### config.mk
export PLATFORM = sky130hd
export DESIGN_NAME = irq_vector_ctrl
export DESIGN_NICKNAME = d
export VERILOG_FILES = /design/src/rtl/irq_vector_ctrl.sv
export SDC_FILE = /design/constraint.sdc
export NUM_CORES = 1
export LEC_CHECK = 0
export ABC_AREA = 1
export BUFFER_PORTS_ARGS = -buffer_cell sky130_fd_sc_hd__buf_2
export CAP_MARGIN = 25
export CORE_MARGIN = 3
export CORE_UTILIZATION = 44
export DETAILED_ROUTE_END_ITERATION = 8
export GPL_ROUTABILITY_DRIVEN = 0
export GPL_TIMING_DRIVEN = 0
export HOLD_SLACK_MARGIN = 0.05
export PLACE_DENSITY_LB_ADDON = 0.08
export RECOVER_POWER = 50
export SYNTH_ARGS = -nofsm -noshare
export SYNTH_HDL_FRONTEND = slang
export SYNTH_SLANG_ARGS = --single-unit
### constraint.sdc
create_clock -name clk -period 1.35 [get_ports clk]
set_input_delay 0.135 -clock clk [delete_from_list [all_inputs] [get_ports clk]]
set_output_delay 0.135 -clock clk [all_outputs]
set_load 0.02 [all_outputs]
### src/rtl/irq_vector_ctrl.sv
// irq_vector_ctrl: captures NMI, ECALL, EBREAK, timer and external interrupt
// lines into pending bits. It picks one winner by fixed priority and presents a
// registered vector to fetch using a req/ack handshake. It then tracks the
// handler as in service until the trap-return pulse arrives.
// Build option: define IRQ_VEC_LEVEL_EN to make tmr_irq and irq level-sensitive
// (pending mirrors the registered line level and ack does not clear it).
module irq_vector_ctrl #(
   parameter int unsigned       NUM_IRQ    = 8,
   parameter int unsigned       ADDR_W     = 32,
   parameter logic [ADDR_W-1:0] NMI_VEC    = ADDR_W'(32'h10),
   parameter logic [ADDR_W-1:0] ECALL_VEC  = ADDR_W'(32'h20),
   parameter logic [ADDR_W-1:0] EBREAK_VEC = ADDR_W'(32'h30),
   parameter logic [ADDR_W-1:0] TMR_VEC    = ADDR_W'(32'h40),
   parameter logic [ADDR_W-1:0] INT_BASE   = ADDR_W'(32'h100),
   parameter logic [ADDR_W-1:0] INT_STRIDE = ADDR_W'(32'h10),
   localparam int unsigned      IDX_W      = $clog2(NUM_IRQ)
) (
   input  logic                 clk,
   input  logic                 rst_n,
   input  logic                 nmi,
   input  logic                 ecall,
   input  logic                 ebreak,
   input  logic                 tmr_irq,
   input  logic [NUM_IRQ-1:0]   irq,
   input  logic [NUM_IRQ-1:0]   irq_mask,
   input  logic                 glb_en,
   input  logic                 int_ack,
   input  logic                 int_done,
   output logic                 int_req,
   output logic [ADDR_W-1:0]    int_addr,
   output logic [2:0]           int_src,
   output logic [IDX_W-1:0]     int_idx,
   output logic                 in_service,
   output logic [NUM_IRQ+3:0]   pending
);

   localparam int unsigned NSRC  = NUM_IRQ + 4;
   localparam int unsigned POS_W = $clog2(NSRC);

   typedef enum logic [1:0] {
      IDLE    = 2'd0,
      REQ     = 2'd1,
      SERVICE = 2'd2
   } state_t;

   state_t              state_r, state_nx_s;
   logic                nmi_q_r, tmr_q_r;
   logic [NUM_IRQ-1:0]  irq_q_r;
   logic [NSRC-1:0]     pending_r;
   logic [POS_W-1:0]    win_pos_r;

   logic [NSRC-1:0]     elig_s, set_s, clr_s, pend_nx_s;
   logic                any_s;
   logic [POS_W-1:0]    win_pos_s, win_nx_s;
   logic [2:0]          win_src_s, src_nx_s;
   logic [IDX_W-1:0]    win_idx_s, idx_nx_s;
   logic [ADDR_W-1:0]   win_addr_s, addr_nx_s;
   logic                req_nx_s, svc_nx_s;

   assign pending = pending_r;

   // Eligibility masking and fixed-priority pick: lowest pending bit index wins (NMI is bit 0).
   always_comb begin
      elig_s    = pending_r & {irq_mask & {NUM_IRQ{glb_en}}, glb_en, glb_en, glb_en, 1'b1};
      any_s     = |elig_s;
      win_pos_s = {POS_W{1'b0}};
      for (int i = int'(NSRC) - 1; i >= 0; i--) begin
         if (elig_s[i]) begin
            win_pos_s = POS_W'(i);
         end else begin
            win_pos_s = win_pos_s;
         end
      end
      if (win_pos_s < POS_W'(3'd4)) begin
         win_src_s = 3'(win_pos_s);
         win_idx_s = {IDX_W{1'b0}};
      end else begin
         win_src_s = 3'd4;
         win_idx_s = IDX_W'(win_pos_s - POS_W'(3'd4));
      end
      case (win_src_s)
         3'd0:    win_addr_s = NMI_VEC;
         3'd1:    win_addr_s = ECALL_VEC;
         3'd2:    win_addr_s = EBREAK_VEC;
         3'd3:    win_addr_s = TMR_VEC;
         default: win_addr_s = INT_BASE + ADDR_W'(win_idx_s) * INT_STRIDE;
      endcase
   end

   // Pending capture: new events set bits, the acknowledged winner is cleared, and a set wins over a clear.
   always_comb begin
      set_s     = {irq & ~irq_q_r, tmr_irq & ~tmr_q_r, ebreak, ecall, nmi & ~nmi_q_r};
      pend_nx_s = (pending_r & ~clr_s) | set_s;
`ifdef IRQ_VEC_LEVEL_EN
      pend_nx_s[NSRC-1:3] = {irq, tmr_irq};
`else
      pend_nx_s[NSRC-1:3] = pend_nx_s[NSRC-1:3];
`endif
   end

   // Handshake FSM: latch the winner in IDLE, hold it through REQ, then wait in SERVICE for trap return.
   always_comb begin
      state_nx_s = state_r;
      req_nx_s   = int_req;
      svc_nx_s   = in_service;
      addr_nx_s  = int_addr;
      src_nx_s   = int_src;
      idx_nx_s   = int_idx;
      win_nx_s   = win_pos_r;
      clr_s      = {NSRC{1'b0}};
      case (state_r)
         IDLE: begin
            if (any_s) begin
               state_nx_s = REQ;
               req_nx_s   = 1'b1;
               addr_nx_s  = win_addr_s;
               src_nx_s   = win_src_s;
               idx_nx_s   = win_idx_s;
               win_nx_s   = win_pos_s;
            end else begin
               state_nx_s = IDLE;
            end
         end
         REQ: begin
            if (int_ack) begin
               clr_s[win_pos_r] = 1'b1;
               req_nx_s         = 1'b0;
               svc_nx_s         = 1'b1;
               state_nx_s       = SERVICE;
            end else begin
               state_nx_s = REQ;
            end
         end
         SERVICE: begin
            if (int_done) begin
               svc_nx_s   = 1'b0;
               state_nx_s = IDLE;
            end else begin
               state_nx_s = SERVICE;
            end
         end
         default: begin
            state_nx_s = IDLE;
            req_nx_s   = 1'b0;
            svc_nx_s   = 1'b0;
         end
      endcase
   end

   // State, outputs, pending bits and line samples; everything drops on reset.
   always_ff @(posedge clk or negedge rst_n) begin
      if (!rst_n) begin
         state_r    <= IDLE;
         nmi_q_r    <= 1'b0;
         tmr_q_r    <= 1'b0;
         irq_q_r    <= {NUM_IRQ{1'b0}};
         pending_r  <= {NSRC{1'b0}};
         win_pos_r  <= {POS_W{1'b0}};
         int_req    <= 1'b0;
         int_addr   <= {ADDR_W{1'b0}};
         int_src    <= 3'd0;
         int_idx    <= {IDX_W{1'b0}};
         in_service <= 1'b0;
      end else begin
         state_r    <= state_nx_s;
         nmi_q_r    <= nmi;
         tmr_q_r    <= tmr_irq;
         irq_q_r    <= irq;
         pending_r  <= pend_nx_s;
         win_pos_r  <= win_nx_s;
         int_req    <= req_nx_s;
         int_addr   <= addr_nx_s;
         int_src    <= src_nx_s;
         int_idx    <= idx_nx_s;
         in_service <= svc_nx_s;
      end
   end

endmodule
==> metrics.md <==
| Metric | Value |
|---|---|
| Outcome | complete, but fails checks |
| Failing checks | setup timing |
| I/O pins | 77 |
| Clock sinks | 40 |
| Starting density of the core | 0.4741 |
| Min Hold Slack | between 150 and 200 ps |
| Synth top area cells | dfrtp_1 51%, buf_4 11%, nand2_1 7.8%, o21ai_0 6.1%, nand3_2 4.6% |
| Largest net degree at the start of global routing | between 40 and 50 |
| Final worst slack | -198.1 ps |
| Final Cycle Share | 1.147 |
| Slowest cell on the critical path | dfrtp_2 |
| First-pass GRT wire length | just over 7000 um |
| DIE AREA | 5336 um^2 |
| Rel. slew slack | 0.3368 |
| Critical path required time | 1540 ps |
| VDD IR-drop max | roughly 0.00084 V |
| Crit-path max FO | 3 |
| Total routed wirelength | 4485 um |
| RSZ-0062 raised after global routing | yes |
| CTS buffer count | 5 |
| CP endpoint kind | register |
| Vias in the first global route | roughly 1600 |
| Root Driver | clkbuf_8 |
| Unique masters post-synth | 29 |
| Fin cells | 383 |
| Cell Pwr Density | 1452 nW/um^2 |
| Achievable Freq | roughly 650 MHz |
| Max capacitance violation total | 0 |
| Mapped Area | 1978 um^2 |
| Syn Area/Cell | ~9.1 um^2 |
| Total gr overflow | 0 |
| Worst EP arrival | approximately 1700 ps |
| CTS tree | yes |
| Initial antenna violation count | 0 |
| Core Footprint | between 4000 and 5000 um^2 |
| Slew at the pin closest to its max-slew limit | ~990 ps |
| Slowest stage delay, CP | 430 ps |
| Htree depth | 2 |
| Yosys warning total | 0 |
| Synth area leader | dfrtp_1 |
| Most frequent CP cell | nor2_4 |
| Crit Path Category | reg2reg |
| HPWL Detailed | a little over 3000 um |
| Slew Viols, Final | 0 |
| Most common cell after layout, fill and taps aside | buf_4 |
| Post-layout util | 0.6867 |
| Final nets | around 360 |
| Number of port buffers | 48 |
| Share of the synthesized area in the top cell type | 0.5060 |
| Footprint of the multi-input gates | ~860 um^2 |
| # DRC | 0 |
| Number of routed nets with antenna violations | 0 |
| Worst Skew | 5.438 ps |
| Die W | 73.05 um |
| Register area share after synthesis | 0.5060 |
| CP Buf/Inv Count | 2 |
| Clock-pin slew on the worst setup and hold paths | 80 ps |
| Reg area | between 1000 and 1500 um^2 |
| Tmin final | ~1500 ps |
| Area Growth Syn to Fin | 44.85% |
| Worst-Skew Late Latency | around 300 ps |
| DRT Pass-1 Iters | 4 |
| Via count | between 1500 and 2000 |
| Kind of cell adding the most delay to the critical path | simple AND/OR/NAND/NOR gates |
| Detail-routed via count per cell | between 4 and 5 |
| Startpoint types | register |
| Share of layout cells above drive strength 1 | 0.3964 |
| Most frequent cells in the layout | 47 x buf_4, 36 x nand2_1, 30 x clkbuf_1, 28 x conb_1, 28 x dfrtp_1 |
| P_leak | 1.447 nW |
| # setup viols final | 7 |
| Layer with the highest usage | met2 |
| Pwr Total | 4.161 mW |
| Crit path cell chain | nand3_4, nand2_2, nor2_4, nand3b_1, nand2_2, nor2_4, inv_2, nor2_4, nand3_2, nand2_1, inv_1 |
| Die height | 73.05 um |
| Worst Hold Class | in2reg |
| DP Cell Count | about 340 |
| Flops & latches, synth | 40 |
| M1 GR Usage | 0.2211 |
| Maximum clock path buffer count | 2 |
| Synth Instances | between 200 and 250 |
| ANT cells | 0 |
| Final Hold Viols | 0 |
| Filler cells | 365 |
| Row cnt | 23 |
| GRT met2 Usage | 0.2820 |
| Routed wire length per instance | between 10 and 15 um |
| Total global-route track usage | 0.1754 |
| DRT iter0 DRCs | a little over 90 |
| Met3 usage | 0.05647 |
[worst paths after layout]
kind | from | endpoint | slack, ps | cells after the start
setup / recovery | pending[9]$_DFF_PN0_ | int_addr[5]$_DFFE_PN0P_ | -200 | 11
hold / removal | int_done | in_service$_DFFE_PN0P_ | 170 | 4
setup reg to reg | pending[9]$_DFF_PN0_ | int_addr[5]$_DFFE_PN0P_ | -200 | 11
hold reg to reg | tmr_q_r$_DFF_PN0_ | pending[3]$_DFF_PN0_ | 410 | 1
max in group asynchronous | rst_n | pending[0]$_DFF_PN0_ | 140 | 2
min in group asynchronous | rst_n | irq_q_r[3]$_DFF_PN0_ | 540 | 2
[logic make-up (layout without fill, tap and decap cells)]
kind of cell,count (synthesis),count (layout),synth area share
buf+inv,56,145,0.1638
other cells,1,28,0.001896
simple gates,84,84,0.2220
flops,40,40,0.5060
compound gates,36,36,0.1063
[Yosys cell counts (all sizes together)]
cell type,number
nor2,16
o31ai,1
inv,26
conb,1
a21oi,2
o41ai,1
o21bai,2
a21o,2
nand3b,1
nand3,15
or2,1
nand2,49
nor3,1
nand4,1
o21ai,26
o22ai,1
buf,30
a31oi,1
dfrtp,40
[per-layer routing]
metal  wire length [um]  share of wire
met1               1844           0.41
met2               2230           0.50
met3                347          0.077
met4                 63          0.014
met5                  0              0
[metrics by stage]
stage / area, um^2 / TNS, ps / setup WS (ps)
6_report: 2865 / -589.9 / -198.1
5_1_grt: 2865 / -2899 / -303.8
4_1_cts: 2726 / -219.4 / -136.1
3_5_place_dp: 2410 / -1446 / -179.1
2_1_floorplan: 2107 / -127.2 / -103.5
3_3_place_gp: 2410 / -1083 / -163.4
[worst min-delay path, delay by kind of cell]
family / cells / cell delay, ps
simple gates: 1 / 40
compound gates: 1 / 130
buf+inv: 2 / 130
[power breakdown]
| group | total (mW) | switching, mW | internal (mW) | leakage, nW |
|---|---|---|---|---|
| registers | 1.54 | 0.141 | 1.40 | 0.456 |
| clock network | 0.960 | 0.411 | 0.548 | 0.0552 |
| logic | 1.66 | 0.988 | 0.669 | 0.935 |
[layout make-up]
cell class,count,area share
sequential,40,0.3546
multi-input combinational,148,0.2991
timing repair buffer,81,0.1699
buffer,30,0.08122
inverter,26,0.03581
clock buffer,6,0.02533
tap,50,0.02183
clock inverter,2,0.01223
[state kept, by name (all words and copies together) (netlist names)]
name        flops
int_addr        4
int_req         1
pending        12
tmr_q_r         1
int_src         3
irq_q_r         8
win_pos_r       4
int_idx         3
state_r         2
in_service      1
nmi_q_r         1
[what timing repair did]
action | in CTS | in global routing
hold buffers | 14 | 0
endpoints found under the hold margin | 53 | 0
gates resized for setup | 10 | 27
setup endpoints to repair | 24 | 24
pin swaps | 8 | 12
buffers inserted | 6 | 14
(Power assumes the default switching activity.)
